## config.mk

```make
export PLATFORM = sky130hd
export DESIGN_NAME = trigger_arbiter
export DESIGN_NICKNAME = d
export VERILOG_FILES = /design/src/rtl/trigger_arbiter_pkg.sv /design/src/rtl/trigger_arbiter_rr_select.sv /design/src/rtl/trigger_arbiter.sv
export SDC_FILE = /design/constraint.sdc
export NUM_CORES = 1
export LEC_CHECK = 0
export CORE_AREA = 2 2 746 748
export CTS_BUF_LIST = sky130_fd_sc_hd__clkbuf_4 sky130_fd_sc_hd__clkbuf_8
export DETAILED_ROUTE_END_ITERATION = 10
export DIE_AREA = 0 0 748 750
export PLACE_DENSITY = 0.3
export SYNTH_ARGS = -nofsm -noshare
export SYNTH_HDL_FRONTEND = slang
export SYNTH_SLANG_ARGS = --single-unit
```

## constraint.sdc

```tcl
create_clock -name CLK -period 2.15 [get_ports CLK]
set_input_delay 0.43 -clock CLK [delete_from_list [all_inputs] [get_ports CLK]]
set_output_delay 0.43 -clock CLK [all_outputs]
set_load 0.1 [all_outputs]
```

## src/rtl/trigger_arbiter_pkg.sv

```systemverilog
// Shared definitions for the trigger arbiter: FSM encoding, default word width
// and the channel-id width helper.
package trigger_arbiter_pkg;

  localparam int DEFAULT_DATA_WIDTH = 377;

  typedef enum logic [0:0] {
    ST_IDLE   = 1'b0,
    ST_LOCKED = 1'b1
  } arb_state_t;

  function automatic int ch_id_width(input int n);
    return (n <= 2) ? 1 : $clog2(n);
  endfunction

endpackage

```

## src/rtl/trigger_arbiter_rr_select.sv

```systemverilog
// Rotating-priority search: first requesting channel from (ptr+1) mod N_CH upward.
module rr_select #(
  parameter int N_CH        = 4,
  parameter int CH_ID_WIDTH = 2
) (
  input  logic [N_CH-1:0]        req,
  input  logic [CH_ID_WIDTH-1:0] ptr,
  output logic [CH_ID_WIDTH-1:0] grant,
  output logic                   any
);

  logic [N_CH-1:0] rot_s;

  // Rotate so bit i holds channel (ptr+1+i) mod N_CH; ptr < N_CH keeps it within the doubled vector.
  assign rot_s = N_CH'({req, req} >> (int'(ptr) + 1));

  // Scan from the far end so the nearest requester after ptr is the last one written.
  always_comb begin
    grant = '0;
    any   = 1'b0;
    for (int i = N_CH - 1; i >= 0; i--) begin
      if (rot_s[i]) begin
        any   = 1'b1;
        grant = CH_ID_WIDTH'((int'(ptr) + 1 + i) % N_CH);
      end else begin
        grant = grant;
      end
    end
  end

endmodule

```

## src/rtl/trigger_arbiter.sv

```systemverilog
// Frame-locked round-robin merge of N_CH trigger streams into one registered output.
// Optional stall abort is enabled by defining TRIGGER_ARBITER_TIMEOUT_EN.
module trigger_arbiter
  import trigger_arbiter_pkg::*;
#(
  parameter int N_CH           = 4,
  parameter int DATA_WIDTH     = DEFAULT_DATA_WIDTH,
  parameter int TIMEOUT_CYCLES = 64,
  localparam int CH_ID_WIDTH   = ch_id_width(N_CH)
) (
  input  logic                       CLK,
  input  logic                       RESETN,
  input  logic [N_CH*DATA_WIDTH-1:0] CH_DATA,
  input  logic [N_CH-1:0]            CH_VALID,
  input  logic [N_CH-1:0]            CH_LAST,
  output logic [N_CH-1:0]            CH_READY,
  output logic [DATA_WIDTH-1:0]      DOUT,
  output logic                       oVALID,
  output logic                       oLAST,
  output logic [CH_ID_WIDTH-1:0]     oCH_ID,
  input  logic                       iREADY,
  output logic                       BUSY,
  output logic                       TIMEOUT_ERR
);

  if (N_CH < 2 || N_CH > 16 || TIMEOUT_CYCLES < 1) begin : g_bad_cfg
    $error("trigger_arbiter: unsupported N_CH or TIMEOUT_CYCLES");
  end

  arb_state_t             state_r, state_nxt;
  logic [CH_ID_WIDTH-1:0] ptr_r, ptr_nxt, grant_r, grant_nxt, sel_s;
  logic                   any_s, ready_en_s, xfer_s;
  logic [DATA_WIDTH-1:0]  sel_data_s, dout_r;
  logic                   ovalid_r, olast_r, timeout_nxt;
  logic [CH_ID_WIDTH-1:0] och_id_r;

  rr_select #(.N_CH(N_CH), .CH_ID_WIDTH(CH_ID_WIDTH)) u_rr_select (
    .req   (CH_VALID),
    .ptr   (ptr_r),
    .grant (sel_s),
    .any   (any_s)
  );

  assign ready_en_s = (state_r == ST_LOCKED) && (!ovalid_r || iREADY);
  assign CH_READY   = ready_en_s ? ({{(N_CH-1){1'b0}}, 1'b1} << grant_r) : '0;
  assign xfer_s     = ready_en_s && CH_VALID[grant_r];

  // Word mux for the granted channel.
  always_comb begin
    sel_data_s = '0;
    for (int k = 0; k < N_CH; k++) begin
      if (grant_r == CH_ID_WIDTH'(k)) begin
        sel_data_s = CH_DATA[k*DATA_WIDTH +: DATA_WIDTH];
      end else begin
        sel_data_s = sel_data_s;
      end
    end
  end

`ifdef TRIGGER_ARBITER_TIMEOUT_EN
  localparam int STALL_W = $clog2(TIMEOUT_CYCLES + 1);
  logic [STALL_W-1:0] stall_r, stall_nxt;
  logic               timeout_err_r;
`endif

  // Next-state: arbitrate in IDLE, release on the last word (or on a stall abort).
  always_comb begin
    state_nxt   = state_r;
    ptr_nxt     = ptr_r;
    grant_nxt   = grant_r;
    timeout_nxt = 1'b0;
`ifdef TRIGGER_ARBITER_TIMEOUT_EN
    stall_nxt   = stall_r;
`endif
    case (state_r)
      ST_IDLE: begin
        if (any_s) begin
          grant_nxt = sel_s;
          state_nxt = ST_LOCKED;
        end else begin
          state_nxt = ST_IDLE;
        end
`ifdef TRIGGER_ARBITER_TIMEOUT_EN
        stall_nxt = '0;
`endif
      end
      ST_LOCKED: begin
        if (xfer_s && CH_LAST[grant_r]) begin
          state_nxt = ST_IDLE;
          ptr_nxt   = grant_r;
        end else begin
          state_nxt = ST_LOCKED;
        end
`ifdef TRIGGER_ARBITER_TIMEOUT_EN
        // A valid-but-backpressured cycle is not a stall by the source.
        if (xfer_s || CH_VALID[grant_r]) begin
          stall_nxt = '0;
        end else if (stall_r == STALL_W'(TIMEOUT_CYCLES - 1)) begin
          stall_nxt   = '0;
          state_nxt   = ST_IDLE;
          ptr_nxt     = grant_r;
          timeout_nxt = 1'b1;
        end else begin
          stall_nxt = stall_r + STALL_W'(1);
        end
`endif
      end
      default: state_nxt = ST_IDLE;
    endcase
  end

  // Arbitration state registers.
  always_ff @(posedge CLK or negedge RESETN) begin
    if (!RESETN) begin
      state_r <= ST_IDLE;
      ptr_r   <= CH_ID_WIDTH'(N_CH - 1);
      grant_r <= '0;
    end else begin
      state_r <= state_nxt;
      ptr_r   <= ptr_nxt;
      grant_r <= grant_nxt;
    end
  end

  // Output register: load on transfer, hold under backpressure, drop valid once accepted.
  always_ff @(posedge CLK or negedge RESETN) begin
    if (!RESETN) begin
      dout_r   <= '0;
      ovalid_r <= 1'b0;
      olast_r  <= 1'b0;
      och_id_r <= '0;
    end else if (xfer_s) begin
      dout_r   <= sel_data_s;
      ovalid_r <= 1'b1;
      olast_r  <= CH_LAST[grant_r];
      och_id_r <= grant_r;
    end else if (iREADY) begin
      ovalid_r <= 1'b0;
    end
  end

`ifdef TRIGGER_ARBITER_TIMEOUT_EN
  // Stall counter and one-cycle abort pulse.
  always_ff @(posedge CLK or negedge RESETN) begin
    if (!RESETN) begin
      stall_r       <= '0;
      timeout_err_r <= 1'b0;
    end else begin
      stall_r       <= stall_nxt;
      timeout_err_r <= timeout_nxt;
    end
  end
  assign TIMEOUT_ERR = timeout_err_r;
`else
  assign TIMEOUT_ERR = timeout_nxt & 1'b0;
`endif

  assign DOUT   = dout_r;
  assign oVALID = ovalid_r;
  assign oLAST  = olast_r;
  assign oCH_ID = och_id_r;
  assign BUSY   = (state_r == ST_LOCKED);

endmodule

```

==> results.toml, run 1 <==
[logic_synthesis]
synthDistinctLibCells = 29
ys_seq_elements = 386
synthAdderAreaFrac_pct = 0
syn_avg_cell_area_sq_um = 18.1
synth_xor_area_share_pct = 0
synthSimpleGateAreaFrac_pct = 0.470
synth_compound_area_share_pct = 0.280
synth_top_family_by_area = "multiplexers"
muxShareOfSynthArea_pct = 54.2
yosysSeqAreaShare_pct = 40.8
syn_inst = 1310
yosysWarnings = 0
synthArstFlopShare_pct = 100
synth_area_sq_um = 23700
ys_dominant_reg_cell = "dfrtp_1"
syn_nets = 2829
synth_edf_count = 0

[routing]
remaining_drc_errors = 0
wl_per_cell_microns = 36.6
drt-initial-drc-count = 1562
routed-via-count = 26800
via_per_inst = 2.43
final_antenna_net_count = 0
wl_microns = 402000
drt_first_pass_iters = 5

[place]
port_buffers = 1904
post_dp_cell_area_sq_um = 54000
dp_hpwl_microns = 360000
gp_congestion = 0.970

[timing]
min_period_ns = 2.60
hold_viol_final = 0
rsz0062_at_grt = "yes"
fin_skew_ns = 0.0805
worst_slack_ns = -0.455
worstMarginPinSlew_ns = 0.622
fin_setup_tns_ns = -107.50
slew-limit-headroom_pct = 58.4
maxSlewViolCount = 0
fmax_mhz = 384
finalCritPeriodShare_pct = 121
setup_violations = 382

[pwr]
power.switching_w = 0.0648
p_per_area_nw_per_um2 = 1920
p_int_w = 0.0573
p_seq_share_pct = 13.9
clockPowerShare_pct = 9.2
comb_power_share_pct = 77.0
ir_worst_vdd_mv = 1.41
leakage_nw = 23.5
switching_share_pct = 53.1

[global_routing]
grt_pass1_wl_microns = 464000
grt_remaining_overflow = 0
track_usage_pct = 13.7
antenna_found_initial = 391
grt_start_max_net_pins = 69
grt_pass1_vias = 27900

[run_status]
violations = "setup timing"
status = "complete, but fails checks"

[worst_setup_path]
critPathKind = "reg2out"
arrival_ns = 2.17
start_kind = "flip-flop"
r2r_setup_slack_ns = -0.44
crit_fanout = 3
critPathRequiredTime_ns = 1.72
critPathCaptureType = "output port"

[clock_tree]
numCtsBuffers = 95
htree_levels = 3
cts.sinks = 386
clock_path_buffers = 4
clk_pin_slew_worst_paths_ns = 0.08
root_buffer = "clkbuf_8"
insertion_delay_ns = 1.01
cts_tree = "yes"

[layout]
drive_above_1_share_pct = 49.5
syn2layout_area_growth_pct = 168
fin_area_sq_um = 63500
nets = 5056

[die]
dieHeight_microns = 750
dieArea_sq_um = 561000
core_region_area_sq_um = 554000
row_count = 274
ioPinCount = 1906
die_w_microns = 748
start_util_pct = 4.27

[flow_run]
drv_cap = 0

[min_path]
hp-class = "in2reg"
## power groups by stage
stage / registers (W) / clock network, W / logic (W)
after global routing: 0.0174 / 0.0119 / 0.0970
after detailed placement: 0.0159 / 0 / 0.0759
after CTS: 0.0165 / 0.0117 / 0.0889
after floorplan: 0.0401 / 0 / 0.0176
final: 0.0169 / 0.0112 / 0.0939
after global placement: 0.0160 / 0 / 0.0758
## per-layer routing
| metal | part of all wire [%] | vias up | wire [microns] | global-route usage [%] |
|---|---|---|---|---|
| met4 | 2.9 | 188 | 11800 | 2.89 |
| met2 | 43 | 2208 | 172000 | 21.0 |
| met3 | 16 | 701 | 66000 | 9.81 |
| met5 | 0.32 | - | 1310 | 0 |
| met1 | 38 | 13600 | 151000 | 15.5 |
| li1 | - | 10100 | - | - |
## cell usage after synthesis, drive strengths merged (3+ instances only)
cell | number | share of area (%)
clkbuf | 43 | 0.68
o21ai | 4 | 0.085
a21oi | 3 | 0.063
dfrtp | 384 | 41
nor2 | 4 | 0.063
nand2 | 7 | 0.11
mux4 | 379 | 36
mux2 | 379 | 18
buf | 86 | 3.5
nand2b | 4 | 0.11
## final timing paths
check,startpoint,to,depth (start not counted)
setup / recovery,oVALID,CH_READY[0],5
hold / removal,CH_DATA[1298],DOUT[167],3
setup reg to reg,grant_r[0],DOUT[69],9
hold reg to reg,DOUT[186],DOUT[186],1
max in group asynchronous,RESETN,DOUT[275],3
min in group asynchronous,RESETN,DOUT[318],3
## worst max-delay path, stage by stage (launching register included)
cell,delay (ns)
dfrtp_4,0.52
nand2b_4,0.11
buf_6,0.13
nand2_4,0.07
nor3_4,0.20
buf_12,0.20
## metrics by stage
step / worst slack [ns] / instances / util (%) / hold WS [ns] / power, W
floorplan: 0.00186 / 1310 / - / 0.134 / 0.0577
global placement: -0.785 / 10600 / 9.74 / 0.377 / 0.0918
detailed placement: -0.772 / 10600 / 9.74 / 0.378 / 0.0919
CTS: -0.685 / 10800 / 11.0 / 0.0449 / 0.117
global route: -0.654 / 10900 / 11.4 / 0.141 / 0.126
finish: -0.455 / 11000 / 11.5 / 0.262 / 0.122
## layout make-up
| class | count | area (sq um) |
|---|---|---|
| multi-input cells | 793 | 14400 |
| flip-flops and latches | 386 | 9810 |
| inverters | 2 | 11.3 |
| clock buffers | 138 | 1760 |
| diodes | 85 | 213 |
| fillers | 62800 | 490000 |
| well taps | 7314 | 9150 |
| repair buffers | 2259 | 27800 |
| clock inverters | 27 | 419 |
## cells in the final DEF (no fill, tap or decap), types with 2 or more instances in the layout
| cell type | count |
|---|---|
| nand3_4 | 2 |
| nand2_1 | 3 |
| mux2i_1 | 2 |
| inv_8 | 2 |
| nand2b_1 | 3 |
| diode_2 | 85 |
| nor2_1 | 2 |
| nor2_4 | 2 |
| buf_4 | 155 |
| mux2_2 | 21 |
| dfrtp_2 | 103 |
| mux2_4 | 358 |
| clkinvlp_4 | 2 |
| bufbuf_16 | 2 |
| dfrtp_1 | 276 |
| mux4_2 | 379 |
| clkbuf_16 | 18 |
| buf_16 | 53 |
| a21oi_1 | 3 |
| clkinv_2 | 11 |
| o21ai_0 | 2 |
| dfstp_2 | 2 |
| clkdlybuf4s50_1 | 1517 |
| buf_8 | 35 |
| clkbuf_8 | 116 |
| buf_6 | 76 |
| dfrtp_4 | 5 |
| clkbuf_4 | 22 |
| bufinv_16 | 10 |
| buf_12 | 401 |
| dlygate4sd3_1 | 2 |
| nand2_2 | 3 |
| nor3_4 | 2 |
## repair_timing
| item | CTS | global route |
|---|---|---|
| pin swaps | 2 | 4 |
| hold endpoints to repair | 384 | 0 |
| endpoints found under the setup margin | 744 | 736 |
| hold buffers | 2 | 0 |
| cloned | 43 | 18 |
| resized for setup | 675 | 571 |
| buffers inserted | 85 | 91 |
## cells by family after synthesis
family / Yosys count
AO/OA/AOI/OAI: 11
buffers and inverters: 131
flip-flops: 386
multiplexers: 760
other: 1
AND/OR/NAND/NOR: 21
## flip-flops by register name, indices dropped and copies added, names as in the netlist
| signal | cells |
|---|---|
| oVALID | 1 |
| ptr_r | 2 |
| BUSY | 1 |
| oCH_ID | 2 |
| grant_r | 2 |
| oLAST | 1 |
| DOUT | 377 |
Note: power is estimated with default switching activity, not from simulation.
==> run 2, diff against run 1 <==
Settings changed: GPL_ROUTABILITY_DRIVEN set to 0.
==> run 2 against run 1 <==
  * Design area shrank 4.2%
  * Flip-flop and latch count is the same
  * Clock power shrank 11%
  * Global-route usage shrank 0.31 points
  * Largest power group unchanged
  * First-iteration DRC count shrank 1.5%
  * The run still ends with setup timing left
  * Die area is the same
  * Sequential share of layout area grew 0.54 points
  * Power shrank 5.9%
  * Largest cell class unchanged
  * Wire length shrank 1.1%
  * Non-clock buffer count shrank 50
==> results.toml, run 2 (same netlist as run 1, synthesis figures left out) <==
[timing]
fmax_mhz = 389
setup_violations = 386
maxSlewViolCount = 0
min_period_ns = 2.57
finalCritPeriodShare_pct = 120
slew-limit-headroom_pct = 64.4
worstMarginPinSlew_ns = 0.533
worst_slack_ns = -0.422
rsz0062_at_grt = "yes"
fin_skew_ns = 0.0687
fin_setup_tns_ns = -121.58
hold_viol_final = 0

[worst_setup_path]
path_delay_family = "buffers and inverters"
critPathCaptureType = "flip-flop"
r2r_start = "grant_r[1]"
start_kind = "flip-flop"
crit_chain = "buf_6, buf_12, mux4_2, nand3_4, buf_12, buf_16, buf_16, buf_12, buf_16, mux2_4"
critPathRequiredTime_ns = 2.94
r2r_cells = 10
r2r_setup_slack_ns = -0.42
critical_path_buf_inv_count = 7
rr_endpoint = "DOUT[84]"
cpMaxStageDelayCell = "dfrtp_4"
max_stage_delay_ns = 0.52
crit_fanout = 5
critPathKind = "reg2reg"
arrival_ns = 3.37

[routing]
drt-initial-drc-count = 1538
drt_first_pass_iters = 5
final_antenna_net_count = 0
wl_microns = 398000
via_per_inst = 2.42
routed-via-count = 26500
wl_per_cell_microns = 36.4
remaining_drc_errors = 0

[layout]
regArea_sq_um = 9730
nets = 5000
fin_area_sq_um = 60900
fin_cells = 10900
syn2layout_area_growth_pct = 157
fill_cells = 63000
largest_reg_flops = 377
drive_above_1_share_pct = 43.9
layout_common_cells = "1517 x clkdlybuf4s50_1, 379 x mux4_2, 341 x dfrtp_1"
final_common_cell = "clkdlybuf4s50_1"
multi_input_area_sq_um = 14000

[clock_tree]
cts_tree = "yes"
numCtsBuffers = 89
cts.sinks = 386
htree_levels = 3
clk_pin_slew_worst_paths_ns = 0.06
root_buffer = "clkbuf_8"
clock_path_buffers = 4
insertion_delay_ns = 0.93

[pwr]
p_per_area_nw_per_um2 = 1890
leakage_nw = 22.1
total_power_w = 0.115
ir_worst_vdd_mv = 1.70

[place]
place_inst = 10500
port_buffers = 1904
post_dp_cell_area_sq_um = 53800
dp_hpwl_microns = 353000

[die]
ioPinCount = 1906
start_util_pct = 4.27
core_region_area_sq_um = 554000
dieHeight_microns = 750
die_w_microns = 748
row_count = 274
dieArea_sq_um = 561000

[flow_run]
drv_cap = 0

[run_status]
status = "complete, but fails checks"
violations = "setup timing"

[min_path]
hp-class = "in2reg"
worstHoldEndpoint = "oVALID"
hold_path_depth = 3
min_from = "iREADY"

[global_routing]
antenna_found_initial = 411
grt_pass1_wl_microns = 453000
grt_start_max_net_pins = 66
grt_pass1_vias = 27400
track_usage_pct = 13.4
grt_remaining_overflow = 0
[run 2: changes by cell type in the layout (fill, tap and decap cells not counted), sizes merged]
cell | previous run | this run
buf | 720 | 661
bufinv | 10 | 7
diode | 85 | 77
inv | 4 | 2
clkinvlp | 2 | 7
clkinv | 13 | 8
[run 2: worst min-delay path: stages]
cell             delay (ns)
clkdlybuf4s50_1        0.40
nand2b_4               0.18
nand2_1                0.07
[run 2: final cells by class]
| class | instances | share of cell area [%] |
|---|---|---|
| timing repair buffer | 2209 | 42.4 |
| multi-input combinational | 793 | 23.0 |
| sequential | 386 | 16.0 |
| tap | 7314 | 15.0 |
| clock buffer | 129 | 2.70 |
| clock inverter | 22 | 0.522 |
| antenna | 77 | 0.316 |
| inverter | 2 | 0.0185 |
[run 2: what timing repair did]
item                       in CTS  in global routing
hold endpoints to repair      313                  0
setup buffers                  48                 66
gates cloned                   30                 30
resized for setup             299                393
pin swaps                       2                  1
hold buffers                    2                  0
setup endpoints to repair     708                600
[run 2: worst max path at each step]
| stage | slack [ns] | to | depth (start not counted) | start |
|---|---|---|---|---|
| 2_1_floorplan | 0.002 | CH_READY[2] | 5 | grant_r[1] |
| 3_3_place_gp | -0.68 | DOUT[60] | 6 | CH_VALID[0] |
| 3_5_place_dp | -0.70 | DOUT[150] | 6 | CH_VALID[0] |
| 4_1_cts | -0.56 | CH_READY[2] | 4 | grant_r[0] |
| 5_1_grt | -0.54 | CH_READY[0] | 4 | grant_r[0] |
| 6_report | -0.42 | DOUT[84] | 10 | grant_r[1] |
[run 2: through the flow]
| step | hold WS, ns | utilization (%) | setup WS, ns |
|---|---|---|---|
| 6_report | 0.192 | 11.0 | -0.422 |
| 5_1_grt | 0.0852 | 11.0 | -0.538 |
| 4_1_cts | 0.0182 | 10.5 | -0.555 |
| 3_5_place_dp | 0.357 | 9.72 | -0.697 |
| 3_3_place_gp | 0.356 | 9.72 | -0.679 |
| 2_1_floorplan | 0.134 | - | 0.00186 |
[run 2: report_power, final]
group          total, W  switching, W  leakage [nW]  internal [W]
sequential       0.0162       0.00489          4.48        0.0114
clock            0.0100       0.00430          1.01       0.00573
combinational    0.0886        0.0541          16.6        0.0345
[run 2: layer usage]
metal	GRT usage, %	vias up	part of all wire [%]
met3	10.2	791	16
met2	20.4	2204	42
li1	-	9922	-
met1	14.5	13300	37
met4	3.71	204	3.7
met5	0	-	0.34
==> run 3, diff against run 2 <==
Settings changed: CTS_BUF_LIST sky130_fd_sc_hd__clkbuf_4 sky130_fd_sc_hd__clkbuf_8 to sky130_fd_sc_hd__clkbuf_2, CTS_CLUSTER_SIZE set to 24.
==> run 3 against run 2 <==
  * The flow now stops in 4_1_cts
  * Synthesized area stayed put
  * Synthesized cell count unchanged
==> results.toml, run 3 <==
[die]
dieHeight_microns = 750
ioPinCount = 1906
row_count = 274
die_w_microns = 748
start_util_pct = 4.27

[run_status]
status = "aborted with a tool error"
failed_stage = "4_1_cts"
stop_error = "[ERROR RSZ-0060] Max buffer count reached."

[logic_synthesis]
ys_dominant_reg_cell = "dfrtp_1"
syn_avg_cell_area_sq_um = 18.1
synth.largest_area_cell = "dfrtp_1"
ys_top_cells_by_count = "384 x dfrtp_1, 379 x mux4_2, 315 x mux2_1"
synth_area_sq_um = 23700
synthArstFlopShare_pct = 100
synth_edf_count = 0
yosysMostFrequentCell = "dfrtp_1"
synth_top_area_share_pct = 40.6
yosysSeqAreaShare_pct = 40.8
ys_seq_elements = 386
synthDistinctLibCells = 29
ys_top_cells_by_area = "dfrtp_1 41%, mux4_2 36%, mux2_1 15%, mux2_2 3.0%, buf_8 2.0%"
syn_inst = 1310
yosysWarnings = 0
syn_nets = 2829

[clock_tree]
numCtsBuffers = 125
clock_path_buffers = 4
cts.sinks = 386
root_buffer = "clkbuf_2"
htree_levels = 3
ctsHoldBuffers = 2171
cts_resized = 771
cts_setup_buffers = 73

[place]
port_buffers = 1904
dp_hpwl_microns = 353000
run 3: metrics by stage:
stage               hold WS (ns)  util [%]  worst slack, ns  cells  instance area [sq um]
detailed placement         0.357      9.72           -0.697  10500                  53800
global placement           0.356      9.72           -0.679  10500                  53800
floorplan                  0.134         -          0.00186   1310                  23700
run 3: cell families after synthesis:
logic type             synth area share [%]
buffers and inverters                  4.23
other                                0.0158
flip-flops                             40.8
AND/OR/NAND/NOR                       0.470
multiplexers                           54.2
AO/OA/AOI/OAI                         0.280
==> run 4, diff against run 3 <==
Settings changed: CTS_BUF_LIST sky130_fd_sc_hd__clkbuf_2 to unset, CTS_CLUSTER_SIZE 24 to unset, PLACE_DENSITY 0.3 to unset, PLACE_DENSITY_LB_ADDON set to 0.15.
==> run 4 against run 3 <==
  * The flow now finishes, with violations (setup timing)
==> results.toml, run 4 (same netlist as run 1, synthesis figures left out) <==
[layout]
finalCoreUtilization_pct = 10.9
drive_above_1_share_pct = 41.3
fin_area_sq_um = 60300
nets = 4909
fill_cells = 63000
final_common_cell = "clkdlybuf4s50_1"
syn2layout_area_growth_pct = 155
layout_common_cells = "1517 x clkdlybuf4s50_1, 380 x dfrtp_1, 379 x mux4_2"
largest_reg_flops = 377

[timing]
worstMarginPinSlew_ns = 0.590
fmax_mhz = 394
finalCritPeriodShare_pct = 118
timing.hold.ws_ns = 0.197
fin_skew_ns = 0.0375
rsz0062_at_grt = "yes"
setup_violations = 387
maxSlewViolCount = 0
worst_slack_ns = -0.389
min_period_ns = 2.54
hold_viol_final = 0
slew-limit-headroom_pct = 60.7

[die]
dieHeight_microns = 750
ioPinCount = 1906
die_w_microns = 748
core_region_area_sq_um = 554000
start_util_pct = 4.27
row_count = 274
dieArea_sq_um = 561000

[run_status]
violations = "setup timing"
status = "complete, but fails checks"

[routing]
wl_microns = 389000
drt_first_pass_iters = 5
final_antenna_net_count = 0
via_per_inst = 2.36
routed-via-count = 25500
wl_per_cell_microns = 36.0
remaining_drc_errors = 0
drt-initial-drc-count = 1432

[worst_setup_path]
r2r_cells = 8
cpMaxStageDelayCell = "mux4_2"
path_delay_family = "multiplexers"
crit_fanout = 6
r2r_setup_slack_ns = -0.39
critical_path_buf_inv_count = 5
critPathKind = "reg2reg"
critPathRequiredTime_ns = 2.76
critPathCaptureType = "flip-flop"
r2r_start = "grant_r[0]"
arrival_ns = 3.15
worst_path_most_repeated_cell = "buf_12"
max_stage_delay_ns = 0.57
start_kind = "flip-flop"
crit_chain = "buf_12, mux4_2, nand3_4, buf_16, buf_12, buf_12, buf_8, mux2_4"
rr_endpoint = "DOUT[173]"

[pwr]
p_per_area_nw_per_um2 = 1900
ir_worst_vdd_mv = 1.20
leakage_nw = 21.9
total_power_w = 0.115

[global_routing]
grt_pass1_vias = 26600
track_usage_pct = 13.0
grt_start_max_net_pins = 80
antenna_found_initial = 383
grt_pass1_wl_microns = 442000
grt_remaining_overflow = 0

[clock_tree]
cts.sinks = 386
root_buffer = "clkbuf_16"
htree_levels = 2
insertion_delay_ns = 0.77
cts_tree = "yes"
numCtsBuffers = 59
clk_pin_slew_worst_paths_ns = 0.07
clock_path_buffers = 3

[min_path]
hp-class = "in2async"

[flow_run]
drv_cap = 0

[place]
dp_hpwl_microns = 350000
post_dp_cell_area_sq_um = 54600
port_buffers = 1904
run 4: worst max path at each step:
| stage | startpoint | endpoint | slack [ns] | cells after the start |
|---|---|---|---|---|
| 6_report | grant_r[0] | DOUT[173] | -0.39 | 8 |
| 5_1_grt | grant_r[0] | CH_READY[0] | -0.47 | 4 |
| 4_1_cts | grant_r[0] | CH_READY[2] | -0.52 | 5 |
| 3_5_place_dp | CH_VALID[3] | DOUT[308] | -0.99 | 7 |
| 3_3_place_gp | CH_VALID[3] | DOUT[310] | -0.99 | 7 |
| 2_1_floorplan | grant_r[1] | CH_READY[2] | 0.002 | 5 |
run 4: report_power, final:
| part | total [W] | switching, W | internal (W) |
|---|---|---|---|
| combinational | 0.0865 | 0.0533 | 0.0332 |
| clock | 0.0118 | 0.00455 | 0.00721 |
| sequential | 0.0165 | 0.00522 | 0.0113 |
| total | 0.115 | 0.0630 | 0.0517 |
run 4: metal layers:
layer	up-vias	global-route usage (%)	share of wire [%]
met5	-	0	0.32
met4	190	2.07	2.0
met3	524	8.79	16
met2	1974	20.3	44
met1	13100	14.9	38
li1	9728	-	-
run 4: cell type report:
| cell class | count | area [sq um] | share of cell area (%) |
|---|---|---|---|
| inverter | 2 | 11.3 | 0.0187 |
| clock buffer | 77 | 1670 | 2.76 |
| sequential | 386 | 9680 | 16.0 |
| clock inverter | 32 | 571 | 0.946 |
| antenna | 63 | 158 | 0.261 |
| tap | 7314 | 9150 | 15.2 |
| timing repair buffer | 2148 | 25000 | 41.4 |
| multi-input combinational | 793 | 14100 | 23.4 |
run 4: what timing repair did:
action | CTS | global route
gates resized for setup | 29 | 420
hold endpoints to repair | 151 | 0
pin swaps | 4 | 5
hold buffers | 1 | 0
setup endpoints to repair | 401 | 390
cloned | 3 | 42
buffers inserted | 26 | 32
run 4: stage by stage:
step                setup WS [ns]  instances  setup TNS [ns]
floorplan                 0.00186       1310               0
global placement           -0.995      10500         -326.92
detailed placement         -0.991      10500         -324.42
CTS                        -0.519      10700         -161.29
global route               -0.475      10800         -125.06
finish                     -0.389      10800          -96.51
